===== src/rtl/cgra_tile_dma_ctrl_if.sv =====
// Stream and tile-memory external-port signals of the tile DMA sequencer.
// master = the sequencer; slave = the stream endpoints and the tile memory.
interface cgra_tile_dma_ctrl_if #(
  parameter int DATA_WIDTH = 16,
  parameter int ADDR_WIDTH = 12
);
  logic [DATA_WIDTH-1:0] in_data;
  logic                  in_valid;
  logic                  in_ready;
  logic [DATA_WIDTH-1:0] out_data;
  logic                  out_valid;
  logic                  out_ready;
  logic [ADDR_WIDTH-1:0] ext_addr;
  logic [1:0]            ext_bank_sel;
  logic                  ext_read;
  logic                  ext_write;
  logic [DATA_WIDTH-1:0] ext_wdata;
  logic [DATA_WIDTH-1:0] ext_rdata;
  logic                  ext_valid;

  modport master (
    input  in_data, in_valid, out_ready, ext_rdata, ext_valid,
    output in_ready, out_data, out_valid,
    output ext_addr, ext_bank_sel, ext_read, ext_write, ext_wdata
  );

  modport slave (
    output in_data, in_valid, out_ready, ext_rdata, ext_valid,
    input  in_ready, out_data, out_valid,
    input  ext_addr, ext_bank_sel, ext_read, ext_write, ext_wdata
  );
endinterface


===== src/rtl/cgra_tile_dma_ctrl.sv =====
// Burst sequencer owning the tile memory external port: stream->bank loads
// and bank->stream stores with programmable base, stride and length.
module cgra_tile_dma_ctrl #(
  parameter int DATA_WIDTH = 16,
  parameter int ADDR_WIDTH = 12,
  parameter int LEN_WIDTH  = 12
) (
  input  logic                  clk,
  input  logic                  rst_n,
  input  logic                  cfg_start,
  input  logic                  cfg_dir,
  input  logic [1:0]            cfg_bank,
  input  logic [ADDR_WIDTH-1:0] cfg_base,
  input  logic [ADDR_WIDTH-1:0] cfg_stride,
  input  logic [LEN_WIDTH-1:0]  cfg_len,
  input  logic                  abort,
  output logic                  busy,
  output logic                  done,
  output logic                  aborted,
  output logic [LEN_WIDTH-1:0]  xfer_count,
  cgra_tile_dma_ctrl_if.master  bus
);

  typedef enum logic [2:0] {IDLE, LOAD, RD_REQ, RD_WAIT, OUT, FIN} state_t;

  state_t                state, state_d;
  logic [1:0]            bank_q;
  logic [ADDR_WIDTH-1:0] stride_q;
  logic [ADDR_WIDTH-1:0] cur_addr;
  logic [LEN_WIDTH-1:0]  len_q;
  logic [DATA_WIDTH-1:0] out_data_q;
  logic [LEN_WIDTH-1:0]  count_inc;
  logic                  advance;
  logic                  capture;

  assign count_inc = xfer_count + LEN_WIDTH'(1);

  always_ff @(posedge clk) begin
    if (!rst_n) begin
      state      <= IDLE;
      bank_q     <= '0;
      stride_q   <= '0;
      cur_addr   <= '0;
      len_q      <= '0;
      xfer_count <= '0;
      out_data_q <= '0;
    end else begin
      state <= state_d;
      if (state == IDLE && cfg_start) begin
        bank_q     <= cfg_bank;
        stride_q   <= cfg_stride;
        cur_addr   <= cfg_base;
        len_q      <= cfg_len;
        xfer_count <= '0;
      end
      if (advance) begin
        xfer_count <= count_inc;
        cur_addr   <= cur_addr + stride_q;
      end
      if (capture) out_data_q <= bus.ext_rdata;
    end
  end

  // abort overrides every other event in a busy state, so each strobe and
  // handshake below is gated with !abort as well as the state decode.
  always_comb begin
    state_d = state;
    advance = 1'b0;
    capture = 1'b0;
    unique case (state)
      IDLE: begin
        if (cfg_start) begin
          if (cfg_len == '0) state_d = FIN;
          else if (cfg_dir)  state_d = RD_REQ;
          else               state_d = LOAD;
        end
      end
      LOAD: begin
        if (abort) state_d = IDLE;
        else if (bus.in_valid) begin
          advance = 1'b1;
          if (count_inc == len_q) state_d = FIN;
        end
      end
      RD_REQ: state_d = abort ? IDLE : RD_WAIT;
      RD_WAIT: begin
        if (abort) state_d = IDLE;
        else if (bus.ext_valid) begin
          capture = 1'b1;
          state_d = OUT;
        end
      end
      OUT: begin
        if (abort) state_d = IDLE;
        else if (bus.out_ready) begin
          advance = 1'b1;
          state_d = (count_inc == len_q) ? FIN : RD_REQ;
        end
      end
      FIN: state_d = IDLE;
      default: state_d = IDLE;
    endcase
  end

  assign busy    = (state != IDLE);
  assign aborted = busy && abort;
  assign done    = (state == FIN) && !abort;

  assign bus.in_ready     = (state == LOAD) && !abort;
  assign bus.ext_write    = bus.in_ready && bus.in_valid;
  assign bus.ext_read     = (state == RD_REQ) && !abort;
  assign bus.out_valid    = (state == OUT) && !abort;
  assign bus.out_data     = out_data_q;
  assign bus.ext_addr     = cur_addr;
  assign bus.ext_bank_sel = bank_q;
  assign bus.ext_wdata    = bus.in_data;

endmodule


===== src/flat_wrapper.sv =====
// flat-port wrapper written by rule: the top's interface ports become plain ports
module cgra_tile_dma_ctrl_flat 
#(
  parameter int DATA_WIDTH = 16,
  parameter int ADDR_WIDTH = 12,
  parameter int LEN_WIDTH  = 12
)
  (clk, rst_n, cfg_start, cfg_dir, cfg_bank, cfg_base, cfg_stride, cfg_len, abort, busy, done, aborted, xfer_count, bus_in_data, bus_in_valid, bus_out_ready, bus_ext_rdata, bus_ext_valid, bus_in_ready, bus_out_data, bus_out_valid, bus_ext_addr, bus_ext_bank_sel, bus_ext_read, bus_ext_write, bus_ext_wdata);
  cgra_tile_dma_ctrl_if #(.DATA_WIDTH(DATA_WIDTH), .ADDR_WIDTH(ADDR_WIDTH)) bus_i ();
  input  logic clk;
  input  logic rst_n;
  input  logic cfg_start;
  input  logic cfg_dir;
  input  logic [1:0] cfg_bank;
  input  logic [ADDR_WIDTH-1:0] cfg_base;
  input  logic [ADDR_WIDTH-1:0] cfg_stride;
  input  logic [LEN_WIDTH-1:0] cfg_len;
  input  logic abort;
  output logic busy;
  output logic done;
  output logic aborted;
  output logic [LEN_WIDTH-1:0] xfer_count;
  input wire logic [$bits(bus_i.in_data)-1:0] bus_in_data;
  input wire logic [$bits(bus_i.in_valid)-1:0] bus_in_valid;
  input wire logic [$bits(bus_i.out_ready)-1:0] bus_out_ready;
  input wire logic [$bits(bus_i.ext_rdata)-1:0] bus_ext_rdata;
  input wire logic [$bits(bus_i.ext_valid)-1:0] bus_ext_valid;
  output wire logic [$bits(bus_i.in_ready)-1:0] bus_in_ready;
  output wire logic [$bits(bus_i.out_data)-1:0] bus_out_data;
  output wire logic [$bits(bus_i.out_valid)-1:0] bus_out_valid;
  output wire logic [$bits(bus_i.ext_addr)-1:0] bus_ext_addr;
  output wire logic [$bits(bus_i.ext_bank_sel)-1:0] bus_ext_bank_sel;
  output wire logic [$bits(bus_i.ext_read)-1:0] bus_ext_read;
  output wire logic [$bits(bus_i.ext_write)-1:0] bus_ext_write;
  output wire logic [$bits(bus_i.ext_wdata)-1:0] bus_ext_wdata;
  assign bus_i.in_data = bus_in_data;
  assign bus_i.in_valid = bus_in_valid;
  assign bus_i.out_ready = bus_out_ready;
  assign bus_i.ext_rdata = bus_ext_rdata;
  assign bus_i.ext_valid = bus_ext_valid;
  assign bus_in_ready = bus_i.in_ready;
  assign bus_out_data = bus_i.out_data;
  assign bus_out_valid = bus_i.out_valid;
  assign bus_ext_addr = bus_i.ext_addr;
  assign bus_ext_bank_sel = bus_i.ext_bank_sel;
  assign bus_ext_read = bus_i.ext_read;
  assign bus_ext_write = bus_i.ext_write;
  assign bus_ext_wdata = bus_i.ext_wdata;
  cgra_tile_dma_ctrl #(.DATA_WIDTH(DATA_WIDTH), .ADDR_WIDTH(ADDR_WIDTH), .LEN_WIDTH(LEN_WIDTH)) u_core (.clk(clk), .rst_n(rst_n), .cfg_start(cfg_start), .cfg_dir(cfg_dir), .cfg_bank(cfg_bank), .cfg_base(cfg_base), .cfg_stride(cfg_stride), .cfg_len(cfg_len), .abort(abort), .busy(busy), .done(done), .aborted(aborted), .xfer_count(xfer_count), .bus(bus_i));
endmodule

===== config.mk =====
export PLATFORM = sky130hd
export DESIGN_NAME = cgra_tile_dma_ctrl_flat
export DESIGN_NICKNAME = d
export VERILOG_FILES = /design/src/rtl/cgra_tile_dma_ctrl_if.sv /design/src/rtl/cgra_tile_dma_ctrl.sv /design/src/flat_wrapper.sv
export SDC_FILE = /design/constraint.sdc
export NUM_CORES = 1
export LEC_CHECK = 0
export BUFFER_PORTS_ARGS = -buffer_cell sky130_fd_sc_hd__clkbuf_2
export CORE_AREA = 2 2 99 125
export CTS_BUF_LIST = sky130_fd_sc_hd__clkbuf_4 sky130_fd_sc_hd__clkbuf_8 sky130_fd_sc_hd__clkbuf_16
export DETAILED_ROUTE_END_ITERATION = 8
export DIE_AREA = 0 0 101 127
export GPL_TIMING_DRIVEN = 1
export PLACE_DENSITY_LB_ADDON = 0.12
export REMOVE_ABC_BUFFERS = 1
export SYNTH_ARGS = -nofsm -noshare
export SYNTH_HDL_FRONTEND = slang
export SYNTH_SLANG_ARGS = --single-unit

===== constraint.sdc =====
create_clock -name clk -period 3.1 [get_ports clk]
set_clock_uncertainty 0.15 [all_clocks]
set_input_delay 0.93 -clock clk [delete_from_list [all_inputs] [get_ports clk]]
set_output_delay 0.93 -clock clk [all_outputs]
set_load 0.02 [all_outputs]

==> results of run 1 <==
[power by group through the flow]
stage,clock network [W],logic [W],registers (W)
floorplan,0,0.000451,0.00110
global placement,0,0.000745,0.00108
detailed placement,0,0.000758,0.00108
CTS,0.00115,0.000760,0.00106
global route,0.00119,0.000840,0.00107
finish,0.00112,0.000748,0.00106
[synthesized netlist by cell type (all sizes together) (2+ instances only)]
| cell | count | area share, % |
|---|---|---|
| o22a | 2 | 0.47 |
| a221oi | 2 | 0.44 |
| inv | 12 | 1.1 |
| clkbuf | 25 | 2.4 |
| a21oi | 21 | 2.6 |
| nor4 | 5 | 1.2 |
| and3 | 8 | 1.3 |
| xnor2 | 11 | 2.4 |
| a211o | 2 | 0.44 |
| or3 | 2 | 0.31 |
| nor3b | 2 | 0.38 |
| a31oi | 3 | 0.47 |
| nand4 | 3 | 0.47 |
| buf | 25 | 4.4 |
| o21bai | 2 | 0.38 |
| nor2b | 5 | 0.78 |
| a2111oi | 2 | 0.60 |
| a211oi | 3 | 0.56 |
| nand2 | 128 | 12 |
| xor2 | 10 | 2.2 |
| nand3 | 23 | 3.3 |
| a21boi | 46 | 8.6 |
| nand4b | 4 | 0.88 |
| o211ai | 3 | 0.56 |
| o211a | 5 | 1.3 |
| o31ai | 4 | 0.75 |
| and2 | 12 | 1.9 |
| nand3b | 2 | 0.38 |
| o21a | 4 | 0.75 |
| nor2 | 15 | 1.4 |
| ha | 12 | 3.8 |
| o21ai | 24 | 3.0 |
| nor3 | 7 | 0.88 |
| dfxtp | 69 | 35 |
| a21o | 3 | 0.56 |
[per-layer routing]
| layer | vias up | part of all wire [%] | global-route usage [%] |
|---|---|---|---|
| li1 | 1917 | - | - |
| met1 | 1739 | 44 | 21.02 |
| met2 | 100 | 50 | 29.53 |
| met3 | 12 | 4.5 | 4.431 |
| met4 | 0 | 1.8 | 6.836 |
| met5 | - | 0 | 0 |
[kinds of logic (layout without fill, tap and decap cells)]
kind of cell | count (synthesis) | in the layout
simple gates | 219 | 219
flops | 69 | 69
xor+xnor | 21 | 21
fa+ha+maj | 13 | 13
compound gates | 131 | 131
buf+inv | 62 | 147
[sequential cells by signal (all words and copies together) (netlist names)]
signal,count
u_core.stride_q,12
u_core.xfer_count,12
u_core.bus.ext_bank_sel,2
u_core.bus.ext_addr,12
u_core.bus.out_data,16
u_core.state,3
u_core.len_q,12
[stage by stage]
step	setup TNS [ns]	setup slack (ns)	instance area [µm²]
CTS	0	0.2121	4852
floorplan	-0.1653	-0.06269	3722
global route	0	0.06664	4853
global placement	0	0.2417	4529
finish	0	0.2733	4853
detailed placement	0	0.1538	4529
[critical path, cell delays in order]
cell      delay, ns
clkbuf_2       0.12
nor4b_2        0.27
and2_1         0.24
clkbuf_2       0.19
[layout make-up]
| cell class | instances | area, µm² | area share (%) |
|---|---|---|---|
| Multi-Input combinational cell | 384 | 2301 | 47.41 |
| Sequential cell | 69 | 1381 | 28.46 |
| Timing Repair Buffer | 119 | 630.6 | 12.99 |
| Clock buffer | 9 | 225.2 | 4.640 |
| Tap cell | 138 | 172.7 | 3.558 |
| Clock inverter | 7 | 97.59 | 2.011 |
| Inverter | 12 | 45.04 | 0.9281 |
[timing repair]
item | in CTS | in global routing
hold buffers | 0 | 0
resized for setup | 0 | 1
setup endpoints to repair | 0 | 2
[final timing paths]
path | from | to | slack, ns | cells after the start
worst max-delay path | abort | bus_ext_write | 0.27 | 4
worst min-delay path | u_core.bus.out_data[1] | u_core.bus.out_data[1] | 0.31 | 2
worst min register to register | u_core.bus.out_data[1] | u_core.bus.out_data[1] | 0.31 | 2
worst max register to register | u_core.xfer_count[0] | u_core.state[0] | 0.29 | 8
==> metrics.txt, run 1 <==
Synth Area per Inst=7.755 µm²; largest net degree at the start of global routing=between 40 and 50; most common cell after layout, fill and taps aside=nand2_1; Power, Total=between 0.002 and 0.003 W; clock latency on the worst-skew pair=between 0.3 and 0.4 ns; final core utilization=a little over two fifths; area fraction in compound gates after synthesis=between 20% and 30%; most frequent cells in the layout=nand2_1 (128), clkbuf_2 (110), dfxtp_1 (69), a21boi_0 (46), o21ai_0 (24); drt pass-1 iters=4; Hold Vio Cnt, Final=0; Overflow after GRT=0; Top Ports=143; ys flop type=dfxtp_1; number of max-cap violations=0; Final #Nets=roughly 700; Remaining DRCs=0; final max-slew violation count=0; filler cell count=1,235; fraction of registers with async set/reset=0%; Final period util=between 90% and 100%; Yosys reg bits=69; register area share after synthesis=between 30% and 40%; Clock Power Share=between 30% and 40%; ANT cells=0; Horiz. Die Dim=approximately 100 µm; Synth Area in Simple Gates=approximately a quarter; worst min path class=register to register; Post CTS Setup Buffer Count=0; power density of the placed cells=between 600 and 700 mW/mm²; Total GRT Usage=between 10% and 20%; drt via density=slightly above 5; Netlist cell types=53; Pleak=2.166 nW; Hold WS=0.3115 ns; WS Path Type=input pin to output pin; worst path required time=between 2 and 2.5 ns; crit path DAT=1.75 ns; Critical Path End Type=output pin; VDD IR max=between 200 and 300 µV; Max H-tree Level=3; initial antenna violation count=0; first-pass GRT wire length=around 18,000 µm; vias=between 3,000 and 4,000; Flop pwr share=a little over a third; Routed WL=11,020 µm; Adder-Cell Fraction of Synth Area=4.261%; outcome=finished, final reports clean; hpwl dp=around 8100 µm; row cnt=44; Psw=approximately 0.00095 W; Inserted Clock Buffers=9; drt first-iter violations=between 100 and 150; Fmax=353.8 MHz; Post-Synthesis Cell Area=0.003994 mm²; root buffer cell=clkbuf_16; switching share of power=between 30% and 40%; Worst-path clk slew=about 0.060 ns; GPL Wtd Cong=about 0.80; Mapped Cells=~520; CTS max path bufs=2; largest family of logic cells by synthesized area=simple AND/OR/NAND/NOR gates; die area=between 0.01 and 0.015 mm²; # clock sinks=roughly 70; Die Y=127 µm; Starting Density=approximately 35%; Finish-stage setup viols=0; unrepaired setup endpoints after global routing=false; Slew headroom=between 50% and 60%; Non-Filler Instances=about 740; DR WL/cell=14.94 µm; dpl cells=~720; min Tclk post-route=approximately 2.8 ns; P&R area growth vs syn=21.52%; vias in the first global route=about 3,700; type of origin of the critical path=input pin; share of cells above drive strength 1=24.00%; Post-Synth XOR/XNOR Area=roughly 4.6%; worst-margin pin slew=approximately 0.67 ns; EDFF count, synth=0; Syn. warnings=0; post-synthesis mux area share=0%; P_int=0.001979 W; TritonCTS clock tree=yes; combinational share of power=about a quarter; Core ar.=roughly 0.012 mm²; port bufs=between 100 and 150; Max FO, Critical Path=5; remaining antenna violation count=0
No activity file was read; power rests on OpenSTA's default activity.
==> inputs of run 2 (changes only) <==
--- a/config.mk
+++ b/config.mk
@@ -6,10 +6,10 @@
 export NUM_CORES = 1
 export LEC_CHECK = 0
 export BUFFER_PORTS_ARGS = -buffer_cell sky130_fd_sc_hd__clkbuf_2
-export CORE_AREA = 2 2 99 125
+export CORE_AREA = 2 2 87 110
 export CTS_BUF_LIST = sky130_fd_sc_hd__clkbuf_4 sky130_fd_sc_hd__clkbuf_8 sky130_fd_sc_hd__clkbuf_16
 export DETAILED_ROUTE_END_ITERATION = 8
-export DIE_AREA = 0 0 101 127
+export DIE_AREA = 0 0 89 112
 export GPL_TIMING_DRIVEN = 1
 export PLACE_DENSITY_LB_ADDON = 0.12
 export REMOVE_ABC_BUFFERS = 1
==> metrics.txt, run 2 (synthesis results as in run 1) <==
outcome=finished, final reports clean (unchanged); Core ar.=0.008979 mm² (was 0.01156 mm²); Critical Path End Type=output pin (unchanged); drt via density=5.189 (was 5.106); hold-critical path depth=2 (unchanged); GPL Wtd Cong=0.8331 (was 0.8035); Worst-path clk slew=0.06 ns (about the same); drt pass-1 iters=4 (unchanged); die area=0.009968 mm² (was 0.01283 mm²); power density of the placed cells=602.2 mW/mm² (was 603.7 mW/mm²); share of cells above drive strength 1=24.71% (was 24.00%); vias=3,788 (was 3,768); Slew headroom=53.98% (was 55.37%); final max-slew violation count=0 (unchanged); type of origin of the critical path=input pin (unchanged); worst-margin pin slew=0.6886 ns (was 0.6670 ns); Starting Density=44.48% (was 34.55%); CTS max path bufs=2 (unchanged); port bufs=110 (unchanged); worst path required time=2.02 ns (about the same); Final period util=92.01% (was 91.18%); most common cell after layout, fill and taps aside=nand2_1 (unchanged); Horiz. Die Dim=89 µm (was 101 µm); Max H-tree Level=3 (unchanged); worst min path class=register to register (unchanged); final instance area=0.004900 mm² (was 0.004853 mm²); area of all sequential standard cells=0.001381 mm² (unchanged); final core utilization=54.57% (was 41.98%); crit path DAT=1.77 ns (was 1.75 ns); CTS Hold Buffers Added=0 (unchanged); min Tclk post-route=2.852 ns (was 2.827 ns); first-pass GRT wire length=16,700 µm (was 17,810 µm); remaining antenna violation count=0 (unchanged); VDD IR max=281.9 µV (was 263.4 µV); vias in the first global route=3,563 (was 3,718); Inserted Clock Buffers=9 (unchanged); setup TNS=0 ns (unchanged); Final #Nets=693 (was 686); R2R depth=9 (was 8); Hold Vio Cnt, Final=0 (unchanged); root buffer cell=clkbuf_16 (unchanged); P&R area growth vs syn=22.68% (was 21.52%); number of max-cap violations=0 (unchanged); Overflow after GRT=0 (unchanged); DR WL/cell=14.09 µm (was 14.94 µm); Finish-stage setup viols=0 (unchanged); combined area of the multi-input logic cells=0.002300 mm² (was 0.002301 mm²); Routed WL=10,280 µm (was 11,020 µm); WS Path Type=input pin to output pin (unchanged); Total GRT Usage=21.23% (was 17.43%); most frequent cells in the layout=nand2_1 (128), clkbuf_2 (110), dfxtp_1 (69), a21boi_0 (46), o21ai_0 (24) (unchanged); initial antenna violation count=0 (unchanged); worst setup margin=0.2477 ns (was 0.2733 ns); Die Y=112 µm (was 127 µm); # clock sinks=69 (unchanged); Pleak=2.206 nW (was 2.166 nW); row cnt=39 (was 44); ANT cells=0 (unchanged); Max FO, Critical Path=5 (unchanged); TritonCTS clock tree=yes (unchanged); max FFs per register=16 (unchanged); Remaining DRCs=0 (unchanged); hpwl dp=7510 µm (was 8058 µm); Top Ports=143 (unchanged); largest net degree at the start of global routing=37 (was 41); clock latency on the worst-skew pair=0.33 ns (was 0.32 ns); post-cts resize count=0 (unchanged); placed standard-cell area=0.004576 mm² (was 0.004529 mm²); setup slack at placement=0.2306 ns (was 0.1538 ns); Post CTS Setup Buffer Count=0 (unchanged); filler cell count=942 (was 1,235); drt first-iter violations=114 (was 113); Fmax=350.6 MHz (was 353.8 MHz); unrepaired setup endpoints after global routing=false (unchanged)
## run 2: cell count changes in the layout (fill, tap and decap cells not counted)
| cell | previous run | this run |
|---|---|---|
| and4_2 | 1 | 0 |
| clkinv_4 | 0 | 2 |
| inv_6 | 2 | 1 |
| and4_1 | 0 | 1 |
| clkinvlp_4 | 2 | 1 |
| buf_4 | 8 | 14 |
| buf_12 | 1 | 2 |
## run 2: final cells by class
class,count,area share [%]
flip-flops and latches,69,28.19
well taps,123,3.141
clock inverters,7,2.017
clock buffers,9,4.597
repair buffers,126,14.20
multi-input cells,384,46.94
inverters,12,0.9193
## run 2: per-stage QoR
step / power, W / instances / hold slack, ns
after floorplan: 0.001552 / 465 / 0.2972
after global placement: 0.001856 / 714 / 0.2999
after detailed placement: 0.001869 / 714 / 0.3115
after CTS: 0.002984 / 730 / 0.3207
after global routing: 0.003133 / 730 / 0.3372
final: 0.002950 / 730 / 0.3119
## run 2: metal layers
metal | vias up | part of all wire (%) | track usage (%)
met5 | - | 0 | 1.604
met3 | 12 | 5.4 | 6.004
met1 | 1737 | 43 | 25.56
met4 | 0 | 1.9 | 7.761
met2 | 106 | 49 | 35.32
li1 | 1933 | - | -
## run 2: path summary, 6_finish.rpt
check / endpoint / slack [ns] / start
setup / recovery: bus_ext_read / 0.25 / abort
hold / removal: u_core.bus.out_data[14] / 0.31 / u_core.bus.out_data[14]
setup reg to reg: u_core.state[0] / 0.35 / u_core.xfer_count[0]
hold reg to reg: u_core.bus.out_data[14] / 0.31 / u_core.bus.out_data[14]
## run 2: power by group
| group | internal [W] | leakage (nW) | switching [W] |
|---|---|---|---|
| registers | 0.000975 | 0.562 | 0.0000841 |
| clock network | 0.000708 | 0.156 | 0.000397 |
| logic | 0.000332 | 1.49 | 0.000455 |
| total | 0.00201 | 2.21 | 0.000936 |
## run 2: critical path: stages
cell and delay, ns:
clkbuf_2 0.12, inv_1 0.10, nand2_1 0.11, nor3_1 0.28
clkbuf_2 0.23
==> inputs of run 3 (changes only) <==
--- a/config.mk
+++ b/config.mk
@@ -12,7 +12,6 @@
 export DIE_AREA = 0 0 89 112
 export GPL_TIMING_DRIVEN = 1
 export PLACE_DENSITY_LB_ADDON = 0.12
-export REMOVE_ABC_BUFFERS = 1
 export SYNTH_ARGS = -nofsm -noshare
 export SYNTH_HDL_FRONTEND = slang
 export SYNTH_SLANG_ARGS = --single-unit
==> metrics.txt, run 3 (synthesis results as in run 1) <==
hpwl dp=7523 µm (was 7510 µm); combinational share of power=25.7% (was 26.7%); initial antenna violation count=0 (unchanged); share of cells above drive strength 1=24.25% (was 24.71%); Starting Density=44.48% (unchanged); DR WL/cell=14.18 µm (was 14.09 µm); min Tclk post-route=2.887 ns (was 2.852 ns); switching share of power=31.68% (was 31.71%); Psw=0.0009118 W (was 0.0009357 W); Worst-path clk slew=0.06 ns (about the same); Pleak=2.169 nW (was 2.206 nW); setup TNS=0 ns (unchanged); Non-Filler Instances=725 (was 730); ANT cells=0 (unchanged); row cnt=39 (unchanged); drt via density=5.190 (was 5.189); Flop pwr share=36.9% (was 35.9%); VDD IR max=252.5 µV (was 281.9 µV); # clock sinks=69 (unchanged); Max H-tree Level=3 (unchanged); WS Path Type=register to register (was input pin to output pin); placed standard-cell area=0.004513 mm² (was 0.004576 mm²); clock latency on the worst-skew pair=0.33 ns (about the same); worst-margin pin slew=0.6411 ns (was 0.6886 ns); most frequent cells in the layout=nand2_1 (128), clkbuf_2 (110), dfxtp_1 (69), a21boi_0 (46), o21ai_0 (24) (unchanged); port bufs=110 (unchanged); worst min path class=register to register (unchanged); type of origin of the critical path=register (was input pin); outcome=finished, final reports clean (unchanged); max FFs per register=16 (unchanged); drt pass-1 iters=4 (unchanged); worst path required time=3.19 ns (was 2.02 ns); Total GRT Usage=21.87% (was 21.23%); Clock Power Share=37.4% (about the same); Finish-stage setup viols=0 (unchanged); number of max-cap violations=0 (unchanged); unrepaired setup endpoints after global routing=false (unchanged); Top Ports=143 (unchanged); dpl cells=709 (was 714); P&R area growth vs syn=20.99% (was 22.68%); largest net degree at the start of global routing=41 (was 37); CTS Hold Buffers Added=0 (unchanged); Horiz. Die Dim=89 µm (unchanged); Final #Nets=688 (was 693); Remaining DRCs=0 (unchanged); final core utilization=53.82% (was 54.57%); Core ar.=0.008979 mm² (unchanged); Final period util=93.14% (was 92.01%); CTS max path bufs=2 (unchanged); root buffer cell=clkbuf_16 (unchanged); vias=3,763 (was 3,788); remaining antenna violation count=0 (unchanged); TritonCTS clock tree=yes (unchanged); final max-slew violation count=0 (unchanged); P_int=0.001966 W (was 0.002015 W); Critical Path End Type=register (was output pin); Max FO, Critical Path=8 (was 5); Hold Vio Cnt, Final=0 (unchanged); most common cell after layout, fill and taps aside=nand2_1 (unchanged); syn nets=606; Inserted Clock Buffers=9 (unchanged); Die Y=112 µm (unchanged); power density of the placed cells=595.6 mW/mm² (was 602.2 mW/mm²); die area=0.009968 mm² (unchanged); Slew headroom=57.10% (was 53.98%); drt first-iter violations=172 (was 114); final instance area=0.004832 mm² (was 0.004900 mm²); Overflow after GRT=0 (unchanged); first-pass GRT wire length=17,340 µm (was 16,700 µm); Routed WL=10,280 µm (about the same); vias in the first global route=3,773 (was 3,563); Fmax=346.4 MHz (was 350.6 MHz); GPL Wtd Cong=0.8596 (was 0.8331); crit path DAT=2.98 ns (was 1.77 ns)
run 3: path summary, 6_finish.rpt:
check	slack, ns	start	cells past startpoint	to
setup / recovery	0.21	u_core.xfer_count[0]	8	u_core.state[0]
hold / removal	0.31	u_core.bus.out_data[10]	2	u_core.bus.out_data[10]
setup reg to reg	0.21	u_core.xfer_count[0]	8	u_core.state[0]
hold reg to reg	0.31	u_core.bus.out_data[10]	2	u_core.bus.out_data[10]
run 3: through the flow:
stage                     hold WS (ns)  power (W)  worst slack [ns]
after floorplan                 0.2972   0.001617            0.1651
after global placement          0.3013   0.001814            0.3120
after detailed placement        0.3098   0.001828            0.2252
after CTS                       0.3168   0.002909            0.2010
after global routing            0.3432   0.003052           0.03386
final                           0.3119   0.002878            0.2128
run 3: what timing repair did:
item | CTS | global route
gates resized for setup | 0 | 1
setup endpoints to repair | 0 | 1
buffers inserted | 0 | 0
run 3: critical path, stage by stage, from the launching register on:
cell	delay, ns
dfxtp_1	0.50
ha_2	0.32
and4_1	0.37
and3_1	0.20
o2111ai_1	0.14
a2111oi_2	0.36
nand4_1	0.25
o21a_1	0.26
o32ai_2	0.23
run 3: power by group through the flow:
stage	combinational, W	clock (W)	sequential [W]
4_1_cts	0.000752	0.00110	0.00106
3_5_place_dp	0.000749	0	0.00108
5_1_grt	0.000841	0.00114	0.00108
6_report	0.000740	0.00108	0.00106
3_3_place_gp	0.000739	0	0.00108
2_1_floorplan	0.000527	0	0.00109
run 3: per-layer routing:
metal	GRT usage (%)	vias up	share of wire [%]
met5	0	-	0
met4	9.453	0	2.0
met3	5.041	16	5.0
met2	36.57	87	49
met1	26.36	1745	44
li1	-	1915	-
run 3: area by class of cell:
cell class | count | area (µm²)
timing repair buffer | 121 | 633.1
multi-input combinational | 384 | 2302
fill | 948 | 4146
tap | 123 | 153.9
clock inverter | 3 | 42.54
inverter | 12 | 45.04
sequential | 69 | 1381
clock buffer | 13 | 274.0
